--- config.mk ---
export PLATFORM = sky130hd
export DESIGN_NAME = float_multiply_flat
export DESIGN_NICKNAME = d
export VERILOG_FILES = /design/src/rtl/float_pkg.sv /design/src/rtl/float_multiply_if.sv /design/src/rtl/float_normalize_truncate.sv /design/src/rtl/float_multiply.sv /design/src/flat_wrapper.sv
export SDC_FILE = /design/constraint.sdc
export NUM_CORES = 1
export LEC_CHECK = 0
export CAP_MARGIN = 20
export CORE_ASPECT_RATIO = 1.25
export CORE_UTILIZATION = 39
export CTS_BUF_LIST = sky130_fd_sc_hd__clkbuf_2
export DETAILED_ROUTE_END_ITERATION = 8
export HOLD_SLACK_MARGIN = 0.06
export PLACE_DENSITY = 0.68
export SLEW_MARGIN = 20
export SYNTH_ARGS = -nofsm -noshare
export SYNTH_HDL_FRONTEND = slang
export SYNTH_SLANG_ARGS = --single-unit
--- constraint.sdc ---
create_clock -name clock -period 0.8 [get_ports clock]
set_input_delay 0.16 -clock clock [delete_from_list [all_inputs] [get_ports clock]]
set_output_delay 0.16 -clock clock [all_outputs]
set_load 0.05 [all_outputs]
--- src/rtl/float_pkg.sv ---
// Shared helpers for the small-float multiplier: exponent bias,
// operand classification and the canonical NaN fraction pattern.
package float_pkg;

   typedef enum logic [1:0] {
      FC_ZERO,
      FC_NORM,
      FC_INF,
      FC_NAN
   } fclass_t;

   function automatic int bias(int e);
      return (1 << (e - 1)) - 1;
   endfunction

   // Denormals are flushed, so an all-zero exponent is zero
   // whatever the fraction holds.
   function automatic fclass_t classify(logic exp_zero,
                                        logic exp_ones,
                                        logic frac_nz);
      fclass_t c;
      if (exp_zero)
         c = FC_ZERO;
      else if (exp_ones && frac_nz)
         c = FC_NAN;
      else if (exp_ones)
         c = FC_INF;
      else
         c = FC_NORM;
      return c;
   endfunction

   // Quiet-NaN fraction: MSB set, rest clear (w <= 32).
   function automatic logic [31:0] nan_frac(int w);
      return 32'd1 << (w - 1);
   endfunction

endpackage

--- src/rtl/float_multiply_if.sv ---
// Operand/result bundle of the multiplier.
// master drives operands (in_*) and reads the result; slave is the DUT side.
interface float_multiply_if #(
   parameter int EXP_IN_A      = 3,
   parameter int FRAC_IN_A     = 2,
   parameter int EXP_IN_B      = 3,
   parameter int FRAC_IN_B     = 2,
   parameter int EXP_OUT       = 4,
   parameter int FRAC_OUT      = 5,
   parameter int TRAILING_BITS = 2
);
   logic                     in_a_sign;
   logic [EXP_IN_A-1:0]      in_a_exp;
   logic [FRAC_IN_A-1:0]     in_a_frac;
   logic                     in_b_sign;
   logic [EXP_IN_B-1:0]      in_b_exp;
   logic [FRAC_IN_B-1:0]     in_b_frac;
   logic                     out_sign;
   logic [EXP_OUT-1:0]       out_exp;
   logic [FRAC_OUT-1:0]      out_frac;
   logic [TRAILING_BITS-1:0] trailing_bits;
   logic                     sticky_bit;
   logic                     is_nan;

   modport master (
      output in_a_sign, in_a_exp, in_a_frac,
      output in_b_sign, in_b_exp, in_b_frac,
      input  out_sign, out_exp, out_frac,
      input  trailing_bits, sticky_bit, is_nan
   );

   modport slave (
      input  in_a_sign, in_a_exp, in_a_frac,
      input  in_b_sign, in_b_exp, in_b_frac,
      output out_sign, out_exp, out_frac,
      output trailing_bits, sticky_bit, is_nan
   );
endinterface

--- src/rtl/float_normalize_truncate.sv ---
// Normalizes a finite significand product, rebiases the exponent,
// truncates the fraction and extracts trailing/sticky bits.
// Ports: a_exp/b_exp biased operand exponents, prod = (1.fa)*(1.fb);
// res_exp/frac/trail/sticky finite result, clamped to zero or inf.
module float_normalize_truncate
   import float_pkg::*;
#(
   parameter int EXP_IN_A      = 3,
   parameter int FRAC_IN_A     = 2,
   parameter int EXP_IN_B      = 3,
   parameter int FRAC_IN_B     = 2,
   parameter int EXP_OUT       = 4,
   parameter int FRAC_OUT      = 5,
   parameter int TRAILING_BITS = 2
) (
   input  logic [EXP_IN_A-1:0]            a_exp,
   input  logic [EXP_IN_B-1:0]            b_exp,
   input  logic [FRAC_IN_A+FRAC_IN_B+1:0] prod,
   output logic [EXP_OUT-1:0]             res_exp,
   output logic [FRAC_OUT-1:0]            frac,
   output logic [TRAILING_BITS-1:0]       trail,
   output logic                           sticky
);
   localparam int NW = FRAC_IN_A + FRAC_IN_B + 1;
   localparam int TB = TRAILING_BITS;
   localparam int XW = EXP_OUT + 3;
   localparam int RB = NW - FRAC_OUT;
   localparam int SB = (RB > TB) ? RB - TB : 0;

   localparam logic [NW-1:0] SMASK = NW'((64'd1 << SB) - 64'd1);
   localparam logic [XW-1:0] BSUM =
      XW'(bias(EXP_IN_A) + bias(EXP_IN_B));
   localparam logic [XW-1:0] OVF =
      XW'(bias(EXP_IN_A) + bias(EXP_IN_B) + (1 << EXP_OUT) - 1);
   localparam logic [XW-1:0] BO = XW'(bias(EXP_OUT));

   logic           hi;
   logic [NW-1:0]  nfrac;
   logic [NW+TB-1:0] ext;
   logic [XW-1:0]  esum;

   // esum is the out exponent plus both input biases, kept
   // non-negative so the range checks need no signed math.
   always_comb begin
      hi    = prod[NW];
      nfrac = hi ? prod[NW-1:0] : {prod[NW-2:0], 1'b0};
      esum  = XW'(a_exp) + XW'(b_exp) + XW'(hi) + BO;
      ext   = {nfrac, {TB{1'b0}}};

      res_exp = '0;
      frac    = '0;
      trail   = '0;
      sticky  = 1'b0;

      if (esum <= BSUM) begin
         res_exp = '0;
      end else if (esum >= OVF) begin
         res_exp = '1;
      end else begin
         res_exp = EXP_OUT'(esum - BSUM);
         frac    = ext[NW+TB-1 -: FRAC_OUT];
         trail   = ext[NW+TB-1-FRAC_OUT -: TB];
         sticky  = |(nfrac & SMASK);
      end
   end

endmodule

--- src/rtl/float_multiply.sv ---
// Single-cycle small-float multiplier with registered result.
// Ports: clock, reset (async, active low), bus (slave): operand
// fields in, product fields, trailing/sticky bits and is_nan out.
module float_multiply
   import float_pkg::*;
#(
   parameter int EXP_IN_A      = 3,
   parameter int FRAC_IN_A     = 2,
   parameter int EXP_IN_B      = 3,
   parameter int FRAC_IN_B     = 2,
   parameter int EXP_OUT       = 4,
   parameter int FRAC_OUT      = 5,
   parameter int TRAILING_BITS = 2
) (
   input logic        clock,
   input logic        reset,
   float_multiply_if.slave bus
);
   localparam int PW = FRAC_IN_A + FRAC_IN_B + 2;

   fclass_t                  ca;
   fclass_t                  cb;
   logic [PW-1:0]            prod;
   logic [EXP_OUT-1:0]       n_exp;
   logic [FRAC_OUT-1:0]      n_frac;
   logic [TRAILING_BITS-1:0] n_trail;
   logic                     n_sticky;
   logic                     r_nan;
   logic                     r_inf;
   logic                     r_zero;
   logic [EXP_OUT-1:0]       d_exp;
   logic [FRAC_OUT-1:0]      d_frac;
   logic [TRAILING_BITS-1:0] d_trail;
   logic                     d_sticky;
   logic                     d_nan;

   assign ca = classify(bus.in_a_exp == '0, &bus.in_a_exp,
                        |bus.in_a_frac);
   assign cb = classify(bus.in_b_exp == '0, &bus.in_b_exp,
                        |bus.in_b_frac);

   assign prod = PW'({1'b1, bus.in_a_frac})
               * PW'({1'b1, bus.in_b_frac});

   float_normalize_truncate #(
      .EXP_IN_A      (EXP_IN_A),
      .FRAC_IN_A     (FRAC_IN_A),
      .EXP_IN_B      (EXP_IN_B),
      .FRAC_IN_B     (FRAC_IN_B),
      .EXP_OUT       (EXP_OUT),
      .FRAC_OUT      (FRAC_OUT),
      .TRAILING_BITS (TRAILING_BITS)
   ) u_norm (
      .a_exp   (bus.in_a_exp),
      .b_exp   (bus.in_b_exp),
      .prod    (prod),
      .res_exp (n_exp),
      .frac    (n_frac),
      .trail   (n_trail),
      .sticky  (n_sticky)
   );

   // inf*zero lands in r_nan, so the three flags never overlap.
   always_comb begin
      r_nan  = (ca == FC_NAN) || (cb == FC_NAN)
            || (ca == FC_INF && cb == FC_ZERO)
            || (ca == FC_ZERO && cb == FC_INF);
      r_inf  = !r_nan && (ca == FC_INF || cb == FC_INF);
      r_zero = !r_nan && (ca == FC_ZERO || cb == FC_ZERO);

      d_exp    = n_exp;
      d_frac   = n_frac;
      d_trail  = n_trail;
      d_sticky = n_sticky;
      d_nan    = 1'b0;

      unique case (1'b1)
         r_nan: begin
            d_exp    = '1;
            d_frac   = FRAC_OUT'(nan_frac(FRAC_OUT));
            d_trail  = '0;
            d_sticky = 1'b0;
            d_nan    = 1'b1;
         end
         r_inf: begin
            d_exp    = '1;
            d_frac   = '0;
            d_trail  = '0;
            d_sticky = 1'b0;
         end
         r_zero: begin
            d_exp    = '0;
            d_frac   = '0;
            d_trail  = '0;
            d_sticky = 1'b0;
         end
         default: ;
      endcase
   end

   always_ff @(posedge clock or negedge reset) begin
      if (!reset) begin
         bus.out_sign      <= 1'b0;
         bus.out_exp       <= '0;
         bus.out_frac      <= '0;
         bus.trailing_bits <= '0;
         bus.sticky_bit    <= 1'b0;
         bus.is_nan        <= 1'b0;
      end else begin
         bus.out_sign      <= bus.in_a_sign ^ bus.in_b_sign;
         bus.out_exp       <= d_exp;
         bus.out_frac      <= d_frac;
         bus.trailing_bits <= d_trail;
         bus.sticky_bit    <= d_sticky;
         bus.is_nan        <= d_nan;
      end
   end

endmodule

--- src/flat_wrapper.sv ---
// flat-port wrapper written by rule: the top's interface ports become plain ports
module float_multiply_flat import float_pkg::*;
#(
   parameter int EXP_IN_A      = 3,
   parameter int FRAC_IN_A     = 2,
   parameter int EXP_IN_B      = 3,
   parameter int FRAC_IN_B     = 2,
   parameter int EXP_OUT       = 4,
   parameter int FRAC_OUT      = 5,
   parameter int TRAILING_BITS = 2
)
  (clock, reset, bus_in_a_sign, bus_in_a_exp, bus_in_a_frac, bus_in_b_sign, bus_in_b_exp, bus_in_b_frac, bus_out_sign, bus_out_exp, bus_out_frac, bus_trailing_bits, bus_sticky_bit, bus_is_nan);
  float_multiply_if #(.EXP_IN_A(EXP_IN_A), .FRAC_IN_A(FRAC_IN_A), .EXP_IN_B(EXP_IN_B), .FRAC_IN_B(FRAC_IN_B), .EXP_OUT(EXP_OUT), .FRAC_OUT(FRAC_OUT), .TRAILING_BITS(TRAILING_BITS)) bus_i ();
  input logic clock;
  input logic reset;
  input wire logic [$bits(bus_i.in_a_sign)-1:0] bus_in_a_sign;
  input wire logic [$bits(bus_i.in_a_exp)-1:0] bus_in_a_exp;
  input wire logic [$bits(bus_i.in_a_frac)-1:0] bus_in_a_frac;
  input wire logic [$bits(bus_i.in_b_sign)-1:0] bus_in_b_sign;
  input wire logic [$bits(bus_i.in_b_exp)-1:0] bus_in_b_exp;
  input wire logic [$bits(bus_i.in_b_frac)-1:0] bus_in_b_frac;
  output wire logic [$bits(bus_i.out_sign)-1:0] bus_out_sign;
  output wire logic [$bits(bus_i.out_exp)-1:0] bus_out_exp;
  output wire logic [$bits(bus_i.out_frac)-1:0] bus_out_frac;
  output wire logic [$bits(bus_i.trailing_bits)-1:0] bus_trailing_bits;
  output wire logic [$bits(bus_i.sticky_bit)-1:0] bus_sticky_bit;
  output wire logic [$bits(bus_i.is_nan)-1:0] bus_is_nan;
  assign bus_i.in_a_sign = bus_in_a_sign;
  assign bus_i.in_a_exp = bus_in_a_exp;
  assign bus_i.in_a_frac = bus_in_a_frac;
  assign bus_i.in_b_sign = bus_in_b_sign;
  assign bus_i.in_b_exp = bus_in_b_exp;
  assign bus_i.in_b_frac = bus_in_b_frac;
  assign bus_out_sign = bus_i.out_sign;
  assign bus_out_exp = bus_i.out_exp;
  assign bus_out_frac = bus_i.out_frac;
  assign bus_trailing_bits = bus_i.trailing_bits;
  assign bus_sticky_bit = bus_i.sticky_bit;
  assign bus_is_nan = bus_i.is_nan;
  float_multiply #(.EXP_IN_A(EXP_IN_A), .FRAC_IN_A(FRAC_IN_A), .EXP_IN_B(EXP_IN_B), .FRAC_IN_B(FRAC_IN_B), .EXP_OUT(EXP_OUT), .FRAC_OUT(FRAC_OUT), .TRAILING_BITS(TRAILING_BITS)) u_core (.clock(clock), .reset(reset), .bus(bus_i));
endmodule
* After elaboration in Yosys (flattened, before gate mapping)
Index checks and enable logic that the tools add are counted.
** Word-level totals
- Bits in registers :: 11
- Bits in latches :: 0
- Memory bits (writable) :: 0
- ROM bits :: 0
- Input bits :: 14
- Memories kept :: 0
** Operators by class
- $add $sub $neg :: 4
- Multipliers :: 1
- Div/mod/pow operators :: 0
- Order comparisons :: 2
- Eq/ne operators :: 4
- Shift operators :: 0
- Muxes and demuxes :: 14
- Bitwise gates (word level) :: 1
- Reductions and logical operators :: 22
** Operators by type and width (number)
- $mux 5 :: 3
- $mux 2 :: 6
- $pmux 5 s2 :: 1
- $eq 2x2->1 const B :: 4
- $mux 4 :: 2
- $pmux 4 s2 :: 1
- $reduce_or 2->1 :: 4
- $add 5x3->6 const B :: 1
- $ge 6x5->1 const B :: 1
- $le 6x3->1 const B :: 1
- $logic_and 1x1->1 :: 6
- $logic_not 3->1 :: 2
- $mul 3x3->6 :: 1
- $reduce_and 3->1 :: 2
- $add 4x1->5 :: 1
- $logic_or 1x1->1 :: 5
- $add 3x3->4 :: 1
- $logic_not 2->1 :: 2
- $sub 4x3->4 const B :: 1
- $logic_not 1->1 :: 1
- $mux 1 :: 1
- $xor 1x1->1 :: 1

* Logic depth before layout (Yosys ltp)
- Depth in word-level cells :: 12
- Depth in mapped cells :: 15

* Modules after synthesis
From an unflattened synthesis, not the netlist that was laid out.
** Unflattened totals
- Cell total of the unflattened synthesis :: 132
- Area total of the unflattened synthesis :: 1171.1 um^2
** By module, submodules not included
- float_multiply :: instances 1, cells each 68, area an instance 732.0 um^2, seq. area each 350.3 um^2
- float_normalize_truncate :: instances 1, cells each 64, area an instance 439.2 um^2, seq. area each 0.0 um^2

* Worst setup path before layout
Ideal clock, no wire load.
- Path kind :: input port to flip-flop
- Start point :: input port bus_in_b_frac[1]
- End point :: register u_core.bus.out_frac[0]
- Setup time :: 0.095 ns
- Arrival :: 3.518 ns
- Required time :: 0.705 ns
- Slack :: -2.813 ns
- Stages on the path :: 15
- Path buffers :: 0
- Cell sequence :: ha_1 inv_1 fa_1 fa_1 nor2_1 a21boi_2 ha_1 inv_1 ha_1 fa_1 nor2_1 a2bb2oi_2 o31ai_4 or3_4 nor4_4
** On the way
- Cells in the longest elaborated chain, start to end :: 12
- Elaborated cells between the ends (all ways) :: 27
** Ends and longest elaborated chain
- start: declaration :: RTL line flat_wrapper.sv:21 : input wire logic [$bits(bus_i.in_b_frac)-1:0] bus_in_b_frac;
- parallel branches: the longest is 11 deep, another holds $mul 3x3->6
- $pmux 5 s2 (*) :: RTL line float_multiply.sv:77 : unique case (1'b1)
- net u_core.d_frac[0] :: RTL line float_multiply.sv:32 : logic [FRAC_OUT-1:0] d_frac;
- end signal: assignment :: RTL line float_multiply.sv:112 : bus.out_frac <= d_frac;
- end: declaration :: RTL line float_multiply_if.sv:35 : output out_sign, out_exp, out_frac,
Mark *: on every way through the listed nets, which the timed path passes.

* Final worst setup path
Same ends and word-level chain as after synthesis.

==> summary.md <==
| Metric | Value |
|---|---|
| Status | `finished, violations left` |
| Failing checks | `setup timing` |
| Layout overhead on the synthesized area | `85.9%` |
| ANT nets after route | `0` |
| Setup TNS | `-22.91 ns` |
| Vias in the first global route | `939` |
| Final period util | `397%` |
| Die area | `2570 µm²` |
| Global-route wire length before repair | `3730 µm` |
| IO Pins | `28` |
| Routability cong. | `0.781` |
| Initial antenna violation count | `0` |
| Top FF cell, synth | `dfrtp_1` |
| Hold_ws | `0.216 ns` |
| Worst-path clk slew | `0.10 ns` |
| Drt first pass iters | `4` |
| Max-Cap Viols | `0` |
| Root buf cell | `clkbuf_2` |
| Async S/R FF share, synth | `100%` |
| Crit path DAT | `3.36 ns` |
| Pre-CTS setup slack | `-3.24 ns` |
| Layout Nets | `180` |
| HPWL after DPL | `1750 µm` |
| Sink Count | `11` |
| Num rows | `19` |
| Synth Area per Inst | `9.64 µm²` |
| Residual DRC | `0` |
| Routed vias | `853` |
| PortBufs | `24` |
| YS warnings | `0` |
| Largest net degree at the start of global routing | `12` |
| Finished Core Util | `77.9%` |
| Min-Delay Path Class | `in -> async` |
| Clk pwr share | `9.8%` |
| CP Capture Type | `flop` |
| Final hold violation count | `0` |
| Die Y | `56.5 µm` |
| Logic pwr share | `66.4%` |
| Worst Path Required | `0.99 ns` |
| Post-synth EDFFs | `0` |
| Gr usage total | `19.7%` |
| RSZ-0062 raised after global routing | `yes` |
| Post-synthesis register bit count | `11` |
| Critical path fanouts, max | `5` |
| Layout cells sized above 1 | `56.3%` |
| CP Launch Type | `input pin` |
| Slew Limit Fails | `0` |
| Switching Share | `41.5%` |
| Critical path type | `in -> reg` |
| Distinct cells, synth | `29` |
| Initial core utilization | `41.9%` |
| PwrDens | `1880 nW/µm²` |
| Sequential fraction of design power | `23.7%` |
| Longest Clk Path Bufs | `2` |
| Core region area | `2210 µm²` |
| Max Clk Rate | `315 MHz` |
| Post-Synthesis Cells | `96` |
| Internal power | `1.89 mW` |
| DRT iter0 DRCs | `10` |
| Total power | `3.24 mW` |
| Leakage power | `0.829 nW` |
| Top post-synthesis cells by area | `dfrtp_1, ha_1, fa_1` |
| Period minus WS final | `3.18 ns` |
| # setup viols final | `21` |
| Chip Width | `45.6 µm` |
| Post-Route WL | `2230 µm` |
| Total grt overflow | `0` |
| WL per Instance | `12.2 µm` |
| CTS tree | `done` |
| Psw | `1.34 mW` |
| Sequential fraction of the synthesis area | `29.7%` |
| Worst setup margin | `-2.38 ns` |
| Num CTS Buffers | `3` |
| H-Tree Depth | `1` |
| Synth area leader | `dfrtp_1` |
| Yosys top cell area share | `29.7%` |
| Mapped cell area | `926 µm²` |
| Routed vias/inst | `4.69` |
| Antenna Cells | `0` |
| Peak supply drop | `1.49 mV` |
## worst max-delay path, stage by stage
cell and delay, ns:
buf_8 0.08, ha_4 0.12, inv_2 0.04, fa_2 0.39
fa_1 0.49, nor2_2 0.13, a21boi_4 0.08, ha_4 0.27
inv_2 0.04, ha_4 0.15, fa_2 0.56, nand2_1 0.09
o22ai_2 0.12, nor3_2 0.07, or3_4 0.44, nor4_4 0.13
## area by class of cell
type / instances / area [µm²]
Inverter: 21 / 81.3
Sequential cell: 11 / 275
Timing Repair Buffer: 52 / 601
Fill cell: 134 / 489
Tap cell: 31 / 38.8
Clock buffer: 4 / 20.0
Multi-Input combinational cell: 63 / 706
## final timing paths
check / start / slack (ns) / to
max: bus_in_b_frac[1] / -2.38 / u_core.bus.out_frac[0]
min: reset / 0.22 / u_core.bus.out_frac[4]
max in group asynchronous: reset / 0.48 / u_core.bus.out_exp[2]
min in group clock: bus_in_a_frac[0] / 0.36 / u_core.bus.out_frac[1]
## stage by stage
stage	area, µm²	std cells
floorplan	975	98
global placement	1530	174
detailed placement	1530	174
CTS	1670	183
global route	1720	182
finish	1720	182
## registers in the layout, indices dropped and copies added, names as in the netlist
signal	count
u_core.bus.out_exp	4
u_core.bus.out_frac	5
u_core.bus.is_nan	1
u_core.bus.out_sign	1
## cell usage after synthesis (all sizes together) (3+ instances only)
cell type,count
dfrtp,11
nand3,5
xor2,3
o21a,5
buf,3
inv,21
fa,4
a21oi,4
ha,10
nor2,9
## layout by cell type, fill, tap and decap left out, types with 4 or more instances in the layout
cell / count
buf_12: 12
ha_1: 7
o21a_1: 5
inv_2: 6
nor2_1: 6
dfrtp_1: 11
buf_6: 9
buf_4: 22
clkbuf_2: 4
inv_1: 14
## cell families after synthesis
| logic type | synth area share [%] |
|---|---|
| XOR/XNOR | 4.60 |
| AND/OR/NAND/NOR | 14.1 |
| buffers and inverters | 10.9 |
| multiplexers | 2.16 |
| other | 0.405 |
| adder cells (fa/ha/maj) | 22.2 |
| AO/OA/AOI/OAI | 15.9 |
| flip-flops | 29.7 |
## timing repair
| action | 4_1_cts | 5_1_grt |
|---|---|---|
| resized for setup | 61 | 12 |
| hold endpoints to repair | 0 | 0 |
| buffers inserted | 5 | 2 |
| pin swaps | 19 | 6 |
| hold buffers | 0 | 0 |
| setup endpoints to repair | 21 | 21 |
## routing by layer
| layer | track usage, % | routed length, µm | up-vias |
|---|---|---|---|
| met5 | 0 | 0 | - |
| met4 | 10.8 | 65 | 0 |
| met3 | 0.965 | 63 | 7 |
| met2 | 37.6 | 1300 | 26 |
| met1 | 19.7 | 794 | 405 |
| li1 | - | - | 415 |
## power groups by stage
| stage | clock network, mW | registers [mW] | logic [mW] |
|---|---|---|---|
| floorplan | 0 | 1.14 | 0.686 |
| global placement | 0 | 0.776 | 1.91 |
| detailed placement | 0 | 0.784 | 1.97 |
| CTS | 0.319 | 0.772 | 2.10 |
| global route | 0.364 | 0.778 | 2.29 |
| finish | 0.318 | 0.768 | 2.15 |
Note: power is estimated with default switching activity, not from simulation.
